[src/rtl/iter_alu_reg.sv]
// iter_alu_reg: accumulator-style ALU with a registered 2*W-bit result.
// Operand A comes from i_data. Operand B is the low half of the result register.
// ADD/SHL/HOLD/ACC/CLR finish in one cycle. MUL is an iterative shift-add
// that handles one multiplier bit per cycle. The result register is written
// only when the product is complete.
module iter_alu_reg #(
  parameter int W = 4
) (
  input  logic           i_clock,
  input  logic           i_reset_b,
  input  logic [W-1:0]   i_data,
  input  logic [2:0]     i_function,
  input  logic           i_go,
  output logic [2*W-1:0] o_aluout,
  output logic           o_busy,
  output logic           o_done,
  output logic           o_ovf
);

  localparam int CW = (W < 2) ? 1 : $clog2(W + 1);

  localparam logic [2:0] F_ADD  = 3'b000;
  localparam logic [2:0] F_MUL  = 3'b001;
  localparam logic [2:0] F_SHL  = 3'b010;
  localparam logic [2:0] F_HOLD = 3'b011;
  localparam logic [2:0] F_ACC  = 3'b100;
  localparam logic [2:0] F_CLR  = 3'b101;

  typedef enum logic {S_IDLE = 1'b0, S_MUL = 1'b1} state_t;

  state_t         r_state;
  state_t         w_state_next;

  logic [2*W-1:0] r_aluout;
  logic           r_ovf;
  logic           r_done;

  // Multiplier working registers. r_mcand shifts left. r_mplier shifts right.
  logic [2*W-1:0] r_mcand;
  logic [2*W-1:0] r_prod;
  logic [W-1:0]   r_mplier;
  logic [CW-1:0]  r_cnt;

  logic           w_accept;
  logic           w_start_mul;
  logic           w_mul_last;
  logic [2*W-1:0] w_partial;
  logic [2*W-1:0] w_alu_next;
  logic           w_ovf_next;
  logic [2*W-1:0] w_sum_ab;
  logic [2*W:0]   w_acc_sum;
  logic [2*W-1:0] w_shl;

  // Go is honoured only in IDLE. Requests that arrive while busy are dropped.
  assign w_accept    = i_go && (r_state == S_IDLE);
  assign w_start_mul = w_accept && (i_function == F_MUL);
  assign w_mul_last  = (r_state == S_MUL) && (r_cnt == CW'(W - 1));

  // Next partial product: add the shifted multiplicand when the current multiplier bit is set.
  assign w_partial = r_prod + (r_mplier[0] ? r_mcand : '0);

  // Operand arithmetic for the single-cycle operations.
  assign w_sum_ab  = {{W{1'b0}}, i_data} + {{W{1'b0}}, r_aluout[W-1:0]};
  assign w_acc_sum = {1'b0, r_aluout} + {{(W+1){1'b0}}, i_data};
  // If the shift amount is 2*W or more, every bit is shifted out and the result is 0.
  assign w_shl     = {{W{1'b0}}, r_aluout[W-1:0]} << i_data;

  // State register.
  always_ff @(posedge i_clock or negedge i_reset_b) begin
    if (!i_reset_b) begin
      r_state <= S_IDLE;
    end else begin
      r_state <= w_state_next;
    end
  end

  // Next-state logic: stay in MUL for exactly W iteration edges.
  always_comb begin
    w_state_next = r_state;
    case (r_state)
      S_IDLE:  if (w_start_mul) w_state_next = S_MUL;
      S_MUL:   if (w_mul_last)  w_state_next = S_IDLE;
      default: w_state_next = S_IDLE;
    endcase
  end

  // Output logic: Busy is asserted whenever a multiply is running.
  always_comb begin
    o_busy   = (r_state == S_MUL);
    o_done   = r_done;
    o_ovf    = r_ovf;
    o_aluout = r_aluout;
  end

  // Result and Ovf values for each single-cycle function. Unused codes hold.
  always_comb begin
    w_alu_next = r_aluout;
    w_ovf_next = r_ovf;
    case (i_function)
      F_ADD:   w_alu_next = w_sum_ab;
      F_SHL:   w_alu_next = w_shl;
      F_ACC: begin
        w_alu_next = w_acc_sum[2*W-1:0];
        if (w_acc_sum[2*W]) w_ovf_next = 1'b1;
      end
      F_CLR: begin
        w_alu_next = '0;
        w_ovf_next = 1'b0;
      end
      default: ;  // F_HOLD and the unused codes 110/111 leave the result unchanged
    endcase
  end

  // Datapath. Single-cycle ops write at the accepting edge.
  // MUL latches its operands, iterates, and writes the product only on its last edge.
  always_ff @(posedge i_clock or negedge i_reset_b) begin
    if (!i_reset_b) begin
      r_aluout <= '0;
      r_ovf    <= 1'b0;
      r_done   <= 1'b0;
      r_mcand  <= '0;
      r_prod   <= '0;
      r_mplier <= '0;
      r_cnt    <= '0;
    end else begin
      r_done <= 1'b0;
      if (w_start_mul) begin
        r_mcand  <= {{W{1'b0}}, i_data};
        r_mplier <= r_aluout[W-1:0];
        r_prod   <= '0;
        r_cnt    <= '0;
      end else if (w_accept) begin
        r_aluout <= w_alu_next;
        r_ovf    <= w_ovf_next;
        r_done   <= 1'b1;
      end else if (r_state == S_MUL) begin
        r_prod   <= w_partial;
        r_mcand  <= r_mcand << 1;
        r_mplier <= r_mplier >> 1;
        r_cnt    <= r_cnt + 1'b1;
        if (w_mul_last) begin
          r_aluout <= w_partial;
          r_done   <= 1'b1;
        end
      end
    end
  end

endmodule

[config.mk]
export PLATFORM = sky130hd
export DESIGN_NAME = iter_alu_reg
export DESIGN_NICKNAME = d
export VERILOG_FILES = /design/src/rtl/iter_alu_reg.sv
export SDC_FILE = /design/constraint.sdc
export NUM_CORES = 1
export LEC_CHECK = 0
export ABC_AREA = 1
export CAP_MARGIN = 20
export CORE_ASPECT_RATIO = 1.25
export CORE_MARGIN = 2
export CORE_UTILIZATION = 55
export CTS_BUF_LIST = sky130_fd_sc_hd__clkbuf_8
export CTS_CLUSTER_SIZE = 24
export DETAILED_ROUTE_END_ITERATION = 10
export DONT_BUFFER_PORTS = 1
export MAX_ROUTING_LAYER = met4
export PLACE_DENSITY = 0.71
export SETUP_SLACK_MARGIN = 0.1
export SLEW_MARGIN = 10
export SYNTH_ARGS = -nofsm -noshare
export SYNTH_HDL_FRONTEND = slang
export SYNTH_SLANG_ARGS = --single-unit
[constraint.sdc]
create_clock -name i_clock -period 1.8 [get_ports i_clock]
set_clock_uncertainty 0.05 [all_clocks]
set_input_delay 0.18 -clock i_clock [delete_from_list [all_inputs] [get_ports i_clock]]
set_output_delay 0.18 -clock i_clock [all_outputs]
set_load 0.02 [all_outputs]
* Yosys cells after proc, flatten, opt, wreduce, memory -nomap -nowiden
Cells that the tools add are included.
** Cells by class
- Bitwise logic cells :: 2
- Reductions and logical operators :: 11
- Divide/modulo/power cells :: 0
- Muxes and demuxes :: 26
- Order comparisons :: 0
- Shift-type cells :: 1
- Multipliers :: 0
- Add/subtract/negate cells :: 4
- Equal/unequal tests :: 8
** Operator list (number)
- $mux 8 :: 10
- $pmux 8 s4 :: 1
- $mux 4 :: 3
- $add 8x4->9 :: 1
- $mux 3 :: 3
- $add 8x8->8 :: 1
- $reduce_and 4->1 :: 2
- $reduce_bool 2->1 :: 4
- $shl 4x4->8 :: 1
- $mux 1 :: 7
- $eq 3x2->1 const B :: 2
- $eq 3x3->1 const B :: 2
- $add 4x4->5 :: 1
- $ne 5x1->1 const B :: 1
- $pmux 1 s2 :: 2
- $add 3x1->3 const B :: 1
- $eq 3x1->1 const B :: 1
- $logic_and 1x1->1 :: 3
- $logic_not 3->1 :: 1
- $ne 2x1->1 const B :: 1
- $ne 2x2->1 const B :: 1
- $not 1->1 :: 2
- $reduce_and 2->1 :: 1
** Storage, ports and cells
- Register bits :: 34
- Memories :: 0
- Word-level logic and storage cells :: 60
- Bits in latches :: 0
- Bits in writable memories :: 0
- ROM bits :: 0

* Depth between registers and ports, before layout
Gate-level depths: netlist (run 1).
- Word-level depth :: 6
- Depth in mapped cells :: 13
- Gate-level depth less buffers :: 12

* Worst setup path before layout (run 1)
No wires, ideal clock.
- Path type :: reg2reg
- Start :: register r_mplier[0]
- End :: register r_aluout[4] (netlist: o_aluout[4])
- Buffers on the path :: 1
- Cell stages (with the launch flop) :: 13
- Path slack :: -0.178 ns
- Arrival time :: 1.810 ns
- Data required time :: 1.632 ns
- Path through :: dfrtp_1 clkbuf_1 nand2_1 inv_1 ha_1 fa_1 nand3_1 nand3_1 xor2_1 o21ai_0 inv_1 nand2_1 o21ai_2
** Between the ends
- Word-level cells in the longest chain between the ends :: 5
** RTL lines
- start: declaration :: line 41 : logic [W-1:0] r_mplier;
- start signal: assignment :: line 129 : r_mplier <= r_aluout[W-1:0];
- start signal: assignment :: line 139 : r_mplier <= r_mplier >> 1;
- $mux 8 :: line 60 : assign w_partial = r_prod + (r_mplier[0] ? r_mcand : '0);
- $add 8x8->8 :: line 60
- $mux 8 :: line 141 : if (w_mul_last) begin
- $mux 8 :: line 136 : end else if (r_state == S_MUL) begin
- $mux 8 :: line 132 : end else if (w_accept) begin
- end signal: assignment :: line 133 : r_aluout <= w_alu_next;
- end signal: assignment :: line 142 : r_aluout <= w_partial;
- end: declaration :: line 34 : logic [2*W-1:0] r_aluout;
Every way passes these cells. The select of a mux whose other input is x is not followed.
A chain may end at the register's enable or synchronous reset.

* Final worst setup path (run 1)
Ends and elaborated chain as after synthesis.

==> results of run 1 <==
## stage by stage
| step | worst slack, ns | util, % | area [µm²] | hold slack (ns) |
|---|---|---|---|---|
| 2_1_floorplan | -0.0370 | - | 2450 | -0.166 |
| 4_1_cts | -0.0297 | 68.9 | 2850 | 0.0115 |
| 3_3_place_gp | -0.0485 | 62.4 | 2580 | -0.165 |
| 3_5_place_dp | -0.0912 | 62.4 | 2580 | -0.165 |
| 5_1_grt | -0.137 | 73.2 | 3030 | 0.0266 |
| 6_report | -0.0725 | 73.2 | 3030 | 0.0124 |
## critical path, delay by kind of cell, from the launching register on
| family | cells | cell delay [ns] |
|---|---|---|
| XOR/XNOR | 1 | 0.15 |
| adder cells (fa/ha/maj) | 2 | 0.52 |
| buffers and inverters | 2 | 0.10 |
| flip-flops | 1 | 0.46 |
| AND/OR/NAND/NOR | 4 | 0.31 |
| AO/OA/AOI/OAI | 2 | 0.16 |
## flip-flops by register name, indices dropped and copies added (netlist names)
signal    count
o_busy        1
o_done        1
r_mplier      4
o_aluout      8
r_cnt         3
r_mcand       8
o_ovf         1
r_prod        8
## Yosys cell counts (4+ instances only)
| library cell | number | area (µm²) |
|---|---|---|
| buf_6 | 4 | 45.0 |
| nor2_1 | 11 | 41.3 |
| xor2_1 | 5 | 43.8 |
| nand2_1 | 88 | 330 |
| nand3_1 | 31 | 155 |
| o221ai_1 | 4 | 35.0 |
| dfrtp_1 | 34 | 851 |
| nand4_1 | 10 | 62.6 |
| a21oi_1 | 11 | 55.1 |
| o21ai_0 | 16 | 80.1 |
| inv_1 | 42 | 158 |
| ha_1 | 14 | 175 |
| a22o_1 | 6 | 52.6 |
## timing repair
item	4_1_cts	5_1_grt
gates resized for setup	19	26
hold buffers	2	0
endpoints found under the hold margin	34	0
buffers inserted	1	8
pin swaps	14	24
endpoints found under the setup margin	13	19
## layout make-up
| cell class | count | share of cell area [%] |
|---|---|---|
| well taps | 56 | 2.32 |
| repair buffers | 29 | 8.35 |
| multi-input cells | 225 | 50.5 |
| clock buffers | 5 | 2.27 |
| clock inverters | 3 | 2.27 |
| flip-flops and latches | 34 | 28.2 |
| inverters | 46 | 6.08 |
## layout by cell type, fill, tap and decap left out, drive strengths merged
cell / netlist / final
o221ai: 4 / 4
nor3: 2 / 2
buf: 6 / 28
xnor2: 1 / 1
bufinv: 0 / 2
a21oi: 12 / 12
o211ai: 4 / 4
nand2: 89 / 89
inv: 45 / 45
nand3b: 3 / 3
o22ai: 4 / 4
ha: 14 / 14
o21ai: 20 / 20
nand3: 31 / 31
clkbuf: 2 / 5
dlygate4sd3: 0 / 1
nand4: 10 / 10
clkinv: 1 / 2
o21a: 1 / 1
nor2: 17 / 17
xor2: 5 / 5
a22o: 6 / 6
fa: 2 / 2
dfrtp: 34 / 34
## report_power, final
group	internal (mW)	switching, mW
registers	1.04	0.353
logic	0.879	1.16
clock network	0.555	0.292
total	2.48	1.80
## per-layer routing
layer / share of wire, % / vias up
met4: 1.6 / 0
li1: - / 1090
met1: 39 / 1060
met3: 5.4 / 10
met5: 0 / -
met2: 54 / 61
## kinds of logic after synthesis
| group | after synthesis | synth area share (%) |
|---|---|---|
| flip-flops | 34 | 35.4 |
| adder cells (fa/ha/maj) | 16 | 8.94 |
| buffers and inverters | 54 | 10.1 |
| AND/OR/NAND/NOR | 152 | 29.5 |
| XOR/XNOR | 6 | 2.18 |
| AO/OA/AOI/OAI | 51 | 13.8 |
## worst min-delay path by stage
stage	slack, ns	depth (start not counted)	to
6_report	0.01	2	r_mcand[3]
5_1_grt	0.03	2	r_mcand[3]
4_1_cts	0.01	2	r_mcand[3]
3_5_place_dp	-0.16	0	r_prod[7]
3_3_place_gp	-0.16	0	r_prod[7]
2_1_floorplan	-0.17	0	o_aluout[0]
==> metrics.md, run 1 <==
| Metric | Value |
|---|---|
| Vias in the first global route | 2132 |
| First-pass GRT wire length | around 10 mm |
| Drt wl/cell | approximately 16 µm |
| WP data required | 1.93 ns |
| # port buffers | 0 |
| Status | finished, violations left |
| Core Box Area | 0.00413 mm² |
| Maxcap violations | 0 |
| Mapped cell area | 0.00241 mm² |
| Warnings from Yosys | 0 |
| Worst R2R End | o_aluout[4] |
| Number of flops mapped to enable cells by yosys | 0 |
| Vias | 2221 |
| Final setup vio count | 6 |
| Die area | about 0.0049 mm² |
| Fin crit share | 104% |
| Global routing usage on met2 | 45.6% |
| Met3 Use GR | 4.49% |
| Gr usage total | a little over a quarter |
| Post-Route WL | ~6.4 mm |
| Fin. max-slew vios | 0 |
| Minimum clock period after layout | 1.87 ns |
| Sink Count | 34 |
| Top_reg_cell synth | dfrtp_1 |
| GRT Max-Usage Layer | met2 |
| Leakage | between 1.5 and 2 nW |
| Critical-path top delay cell | dfrtp_2 |
| Setup ws final | -0.0725 ns |
| Syn_nets | 339 |
| Die height | 78.0 µm |
| Async SR Flop Fraction | 100% |
| Final hold viol count | 0 |
| Starting Density | 58.2% |
| Met1 Usage GRT | 33.5% |
| Reg area | 855 µm² |
| VDD IR max | about 1.0 mV |
| # fillers | about 320 |
| H-tree levels | 2 |
| Min-delay src | i_data[3] |
| Slew Limit Headroom | 73.5% |
| Setup crit start | r_mplier[0] |
| Slowest stage delay, CP | 0.46 ns |
| Dpl hpwl | 4.38 mm |
| Multi-input logic area | 0.00153 mm² |
| TritonCTS Buffers | 5 |
| N_diodes | 0 |
| # nets final | 367 |
| Setup crit end kind | register |
| I/O Pins | 21 |
| Row count | 26 |
| Area growth syn-to-layout | 25.7% |
| DRC viols | 0 |
| Crit-path cells | nand2_2, inv_2, ha_4, fa_2, nand3_2, nand3_2, xor2_2, o21ai_1, inv_1, nand2_1, o21ai_2 |
| Maximum clock rate | 534 MHz |
| Clk buf depth | 2 |
| Worst Path Class, Setup | reg2reg |
| RSZ-0062 raised after global routing | yes |
| Initial drt markers | 176 |
| Pwr Density | approximately 1400 mW/mm² |
| Placed insts | 379 |
| CTS tree | built |
| Worst min path class | in2reg |
| Non-filler cells, final | 398 |
| Data arrival time of the worst path | 2.01 ns |
| Vias per cell | 5.58 |
| Post-Synthesis Cells | about 310 |
| Synth unique cells | 35 |
| R2R Setup Slk | -0.07 ns |
| Setup TNS | -0.156 ns |
| Clock slew at reported path FFs | 0.07 ns |
| Crit path launch type | register |
| Antenna Nets Post-Route | 0 |
| GRT overflow | 0 |
| Seq cells post-synth | 34 |
| Max FO, Critical Path | 6 |
| Crit-path most repeated cell | nand3_2 |
| Critical Path End | o_aluout[4] |
| Die width | 63.2 µm |
| RePlAce Congestion | 0.980 |
| Slew @ Worst Pin | 0.397 ns |
| Layout cell share with drive strength beyond 1 | around 28% |
| Failing checks | setup timing |
| Worst-case reg-to-reg path depth | 11 |
| Seq/Total Area, Yosys | 35.4% |
| FF-to-FF Start | r_mplier[0] |
| Avg Inst Size Synth | a little under 8 µm² |
| Total power draw | 4.28 mW |
| Clock latency on the worst-skew pair | between 0.2 and 0.3 ns |
| Largest net degree at the start of global routing | 35 |
| Root buf cell | clkbuf_8 |
| Initial antenna violation count | 0 |
| DR pass1 iterations | 4 |
No activity file was read; power rests on OpenSTA's default activity.
==> run 2, diff against run 1 <==
--- a/config.mk
+++ b/config.mk
@@ -11,9 +11,9 @@
 export CORE_MARGIN = 2
 export CORE_UTILIZATION = 55
 export CTS_BUF_LIST = sky130_fd_sc_hd__clkbuf_8
-export CTS_CLUSTER_SIZE = 24
 export DETAILED_ROUTE_END_ITERATION = 10
 export DONT_BUFFER_PORTS = 1
+export HOLD_SLACK_MARGIN = 0.06
 export MAX_ROUTING_LAYER = met4
 export PLACE_DENSITY = 0.71
 export SETUP_SLACK_MARGIN = 0.1
==> run 2 against run 1 <==
Largest cell class unchanged; sequential cell count unchanged; utilization rose by 0.48 points; via count grew 1.2%; setup slack improved by 0.0010 ns; highest routed layer unchanged; register-to-register slack about the same; the flow still finishes with violations (setup timing); final cell count grew 0.50%; die area unchanged.
==> metrics.md, run 2 (same netlist as run 1, synthesis figures left out) <==
| Metric | Value |
|---|---|
| Logic pwr share | 47.6% (about the same) |
| Initial antenna violation count | 0 (unchanged) |
| Data arrival time of the worst path | 2.00 ns (about the same) |
| Clk buf depth | 2 (unchanged) |
| Antenna Nets Post-Route | 0 (unchanged) |
| Internal power | 2.48 mW (+0.12%) |
| CTS tree | built |
| Dpl hpwl | 4.38 mm (unchanged) |
| Met1 WL | 2.50 mm (-0.40%) |
| Worst-case reg-to-reg path depth | 11 (unchanged) |
| Top routing layer in use | met4 |
| Setup crit end kind | register |
| First-pass GRT wire length | 10.1 mm (+0.35%) |
| Die area | 0.00492 mm² (unchanged) |
| Status | finished, violations left |
| Leakage | 1.54 nW (+0.54%) |
| Switching part of the total | 42.1% (about the same) |
| TritonCTS Buffers | 5 (unchanged) |
| Vias per cell | 5.62 (+0.66%) |
| Maximum clock rate | 534 MHz (about the same) |
| Sink Count | 34 (unchanged) |
| Hold depth | 3 (+1) |
| RePlAce Congestion | 0.980 (unchanged) |
| Minimum clock period after layout | 1.87 ns (-0.00101 ns) |
| FF-to-FF Start | r_mplier[0] |
| Hold EP | o_ovf |
| N_diodes | 0 (unchanged) |
| Place WS | -0.0912 ns (unchanged) |
| Area growth syn-to-layout | 26.6% |
| Clock latency on the worst-skew pair | 0.29 ns (about the same) |
| Setup ws final | -0.0715 ns (+0.00102 ns) |
| WHS | 0.0900 ns (+0.0776 ns) |
| Failing checks | setup timing |
| Fin crit share | 104% (about the same) |
| WP data required | 1.93 ns (about the same) |
| R2R Setup Slk | -0.07 ns (about the same) |
| DRC viols | 0 (unchanged) |
| # nets final | 369 (+0.54%) |
| Largest net degree at the start of global routing | 35 (unchanged) |
| Initial drt markers | 199 (+13%) |
| Root buf cell | clkbuf_8 |
| Most common cell after layout, fill and taps aside | nand2_1 |
| Worst min path class | in2reg |
| Clock slew at reported path FFs | 0.07 ns (about the same) |
| RSZ-0062 raised after global routing | yes |
| Max FO, Critical Path | 6 (unchanged) |
| Starting Density | 58.2% (unchanged) |
| Fin. max-slew vios | 0 (unchanged) |
| Placed insts | 379 (unchanged) |
| Crit path launch type | register |
| Row count | 26 (unchanged) |
| Drt wl/cell | 16.0 µm (about the same) |
| Slew @ Worst Pin | 0.404 ns (+0.00732 ns) |
| I/O Pins | 21 (unchanged) |
| Met3 wire length | 365 µm (+6.4%) |
| Slew Limit Headroom | 73.0% (-0.49 points) |
| # port buffers | 0 (unchanged) |
| Die width | 63.2 µm (unchanged) |
| DP Area | 0.00258 mm² (unchanged) |
| Min-delay src | i_go |
| Register share of total power | 32.6% (about the same) |
| Clock share of power | 19.8% (about the same) |
| Final setup vio count | 6 (unchanged) |
| Maxcap violations | 0 (unchanged) |
| Final Cell Area | 0.00305 mm² (+0.66%) |
| Non-filler cells, final | 400 (+0.50%) |
| Setup TNS | -0.153 ns (+0.00265 ns) |
| Vias | 2247 (+1.2%) |
| Gr usage total | 27.3% (+0.096 points) |
| Pwr Density | 1410 mW/mm² (-0.54%) |
| DR pass1 iterations | 4 (unchanged) |
| Vias in the first global route | 2138 (+0.28%) |
| Metal2 WL | 3.42 mm (+0.12%) |
| GRT overflow | 0 (unchanged) |
| Core Box Area | 0.00413 mm² (unchanged) |
| Post-Route WL | 6.40 mm (+0.41%) |
| Most frequent cells in the layout | 78 x nand2_1, 38 x inv_1, 31 x dfrtp_1 |
| Worst Path Class, Setup | reg2reg |
| H-tree levels | 2 (unchanged) |
| Psw | 1.80 mW (+0.12%) |
| Worst R2R End | o_aluout[4] |
| Final hold viol count | 0 (unchanged) |
| Die height | 78.0 µm (unchanged) |
| VDD IR max | 1.01 mV (+0.33%) |
| Layout cell share with drive strength beyond 1 | 27.9% (-0.16 points) |
## run 2: changes by cell type in the layout (fill, tap and decap cells not counted)
cell / previous run / this run
dlygate4sd3_1: 1 / 3
## run 2: critical path, stage by stage, from the launching register on
cell	delay, ns
dfrtp_2	0.46
nand2_2	0.09
inv_2	0.05
ha_4	0.16
fa_2	0.36
nand3_2	0.08
nand3_2	0.08
xor2_2	0.15
o21ai_1	0.11
inv_1	0.05
nand2_1	0.06
o21ai_2	0.05
## run 2: per-layer routing
| layer | up-vias | GRT usage, % |
|---|---|---|
| met2 | 69 | 45.9 |
| met4 | 0 | 8.00 |
| met3 | 12 | 4.20 |
| met5 | - | - |
| met1 | 1070 | 33.9 |
| li1 | 1096 | - |
## run 2: timing repair
action,4_1_cts,5_1_grt
hold buffers,4,0
endpoints found under the setup margin,13,19
setup buffers,1,8
gates resized for setup,19,26
endpoints found under the hold margin,36,0
pin swaps,14,24
## run 2: through the flow
stage                     utilization (%)  total power [mW]
after CTS                            69.4              4.05
after floorplan                         -              2.62
after global routing                 73.7              4.60
final                                73.7              4.28
after detailed placement             62.4              3.09
after global placement               62.4              3.07
## run 2: power by group through the flow
stage	clock [mW]	sequential, mW	combinational [mW]
2_1_floorplan	0	1.38	1.25
3_3_place_gp	0	1.37	1.70
3_5_place_dp	0	1.37	1.72
4_1_cts	0.858	1.37	1.82
5_1_grt	0.892	1.43	2.27
6_report	0.846	1.40	2.04
## run 2: final cells by class
cell class	count	area, µm²
Multi-Input combinational cell	225	1530
Fill cell	322	1090
Sequential cell	34	855
Timing Repair Buffer	31	273
Inverter	46	184
Tap cell	56	70.1
Clock buffer	5	68.8
Clock inverter	3	68.8
## run 2: worst max-delay path by stage
stage,from,to,cells past startpoint
floorplan,r_mplier[0],o_aluout[4],12
global placement,r_mplier[0],o_aluout[6],13
detailed placement,r_mplier[0],o_aluout[6],13
CTS,r_mplier[0],o_aluout[4],11
global route,r_mplier[0],o_aluout[6],11
finish,r_mplier[0],o_aluout[4],11
==> run 3, diff against run 2 <==
--- a/config.mk
+++ b/config.mk
@@ -17,7 +17,8 @@
 export MAX_ROUTING_LAYER = met4
 export PLACE_DENSITY = 0.71
 export SETUP_SLACK_MARGIN = 0.1
-export SLEW_MARGIN = 10
+export SLEW_MARGIN = 20
 export SYNTH_ARGS = -nofsm -noshare
 export SYNTH_HDL_FRONTEND = slang
 export SYNTH_SLANG_ARGS = --single-unit
+export TNS_END_PERCENT = 5
==> run 3 against run 2 <==
The run still ends with setup timing left; first-iteration DRC count down 17%; cell area decreased by 9.0%; final cell count is 2.8% lower; global-route usage decreased by 0.77 points; highest routed layer unchanged; fmax shrank 0.52%; clock power fell by 33%; critical path depth stayed put; hold slack worse by 0.020 ns.
==> metrics.md, run 3 (same netlist as run 1, synthesis figures left out) <==
| Metric | Value |
|---|---|
| Worst Path Class, Setup | reg2reg |
| Leakage | 1.46 nW (-5.3%) |
| # fillers | 367 (+14%) |
| Post-CTS setup buffers | 0 (-1) |
| RePlAce Congestion | 0.977 (-0.39%) |
| Max FO, Critical Path | 6 (unchanged) |
| Dpl hpwl | 4.39 mm (+0.26%) |
| Die area | 0.00492 mm² (unchanged) |
| Status | finished, violations left |
| Starting Density | 58.2% (unchanged) |
| Slew @ Worst Pin | 0.419 ns (+0.0149 ns) |
| First-pass GRT wire length | 9.96 mm (-1.8%) |
| DR pass1 iterations | 4 (unchanged) |
| Pwr Density | 1350 mW/mm² (-4.3%) |
| Maximum clock rate | 532 MHz (-0.52%) |
| Vias | 2126 (-5.4%) |
| H-tree levels | 2 (unchanged) |
| Clk buf depth | 2 (unchanged) |
| Clock slew at reported path FFs | 0.08 ns (about the same) |
| Final setup vio count | 4 (-2) |
| Most common cell after layout, fill and taps aside | nand2_1 |
| Place WS | -0.0838 ns (+0.00745 ns) |
| DP Area | 0.00255 mm² (-1.2%) |
| DRC viols | 0 (unchanged) |
| Crit path launch type | register |
| # nets final | 358 (-3.0%) |
| Sink Count | 34 (unchanged) |
| Layout cell share with drive strength beyond 1 | 18.6% (-9.3 points) |
| Slew Limit Headroom | 72.0% (-1.1 points) |
| Vias in the first global route | 2127 (-0.51%) |
| Final Cell Area | 0.00277 mm² (-9.0%) |
| Gr usage total | 26.5% (-0.77 points) |
| # port buffers | 0 (unchanged) |
| Most frequent cells in the layout | 84 x nand2_1, 42 x inv_1, 32 x dfrtp_1 |
| Post-Route WL | 5.87 mm (-8.2%) |
| Data arrival time of the worst path | 2.01 ns (about the same) |
| Maxcap violations | 0 (unchanged) |
| Clock latency on the worst-skew pair | 0.29 ns (about the same) |
| Initial drt markers | 166 (-17%) |
| Fin. max-slew vios | 0 (unchanged) |
| I/O Pins | 21 (unchanged) |
| Largest net degree at the start of global routing | 35 (unchanged) |
| TritonCTS Buffers | 5 (unchanged) |
| Minimum clock period after layout | 1.88 ns (+0.00979 ns) |
| RSZ-0062 raised after global routing | yes |
| Fin crit share | 105% (+0.54 points) |
| Row count | 26 (unchanged) |
| Final core occ | 67.1% (-6.6 points) |
| Area growth syn-to-layout | 15.2% |
| GRT overflow | 0 (unchanged) |
| Initial antenna violation count | 0 (unchanged) |
| Root buf cell | clkbuf_8 |
| Worst min path class | in2reg |
| Setup crit end kind | register |
| Final hold viol count | 0 (unchanged) |
| Antenna Nets Post-Route | 0 (unchanged) |
| Die height | 78.0 µm (unchanged) |
| Vias per cell | 5.47 (-2.7%) |
| Setup ws final | -0.0813 ns (-0.00979 ns) |
| Die width | 63.2 µm (unchanged) |
| Failing checks | setup timing |
| Drt wl/cell | 15.1 µm (-5.6%) |
| Core Box Area | 0.00413 mm² (unchanged) |
| N_diodes | 0 (unchanged) |
| WHS | 0.0704 ns (-0.0196 ns) |
| WP data required | 1.93 ns (about the same) |
| CTS tree | built |
| VDD IR max | 0.851 mV (-15%) |
-- run 3: cell type report --
type | instances | area, µm² | area share [%]
multi-input combinational | 225 | 1400 | 50.6
sequential | 34 | 853 | 30.8
inverter | 46 | 181 | 6.55
timing repair buffer | 20 | 174 | 6.28
tap | 56 | 70.1 | 2.53
clock buffer | 5 | 68.8 | 2.48
clock inverter | 3 | 21.3 | 0.767
-- run 3: power by group --
group          internal [mW]  switching, mW
combinational          0.717           1.07
clock                  0.271          0.297
sequential              1.04          0.338
total                   2.03           1.70
-- run 3: timing repair --
action / CTS / global route
resized for setup: 11 / 7
pin swaps: 4 / 3
hold buffers: 4 / 0
endpoints found under the hold margin: 36 / 0
endpoints found under the setup margin: 14 / 16
-- run 3: metrics by stage --
step | cells | power (mW) | TNS [ns]
after detailed placement | 377 | 3.05 | -0.324
final | 389 | 3.73 | -0.141
after global routing | 389 | 4.04 | -1.11
after floorplan | 313 | 2.61 | -0.0381
after global placement | 377 | 3.01 | -0.0654
after CTS | 389 | 3.70 | -0.155
-- run 3: path summary, 6_finish.rpt --
path / from / end / slack [ns] / cells past startpoint
worst max register to register: r_mplier[0] / o_aluout[4] / -0.08 / 11
worst min-delay path: i_go / o_ovf / 0.07 / 3
worst max-delay path: r_mplier[0] / o_aluout[4] / -0.08 / 11
max in group asynchronous: i_reset_b / r_mplier[0] / 1.21 / 2
min in group asynchronous: i_reset_b / o_aluout[7] / 0.29 / 2
worst min register to register: r_mplier[2] / r_mplier[1] / 0.45 / 2
-- run 3: critical path, stage by stage, from the launching register on --
cell and delay, ns:
dfrtp_2 0.45, nand2_1 0.07, inv_1 0.04, ha_2 0.18, fa_2 0.40, nand3_2 0.09, nand3_2 0.07, xor2_1 0.15
o21ai_1 0.11, inv_1 0.06, nand2_2 0.05, o21ai_2 0.05
-- run 3: routing by layer --
metal | track usage, % | vias to the layer above | wire length (µm)
li1 | - | 1079 | -
met1 | 33.1 | 994 | 2650
met2 | 43.6 | 41 | 2880
met3 | 4.35 | 12 | 214
met4 | 8.89 | 0 | 125
met5 | - | - | 0
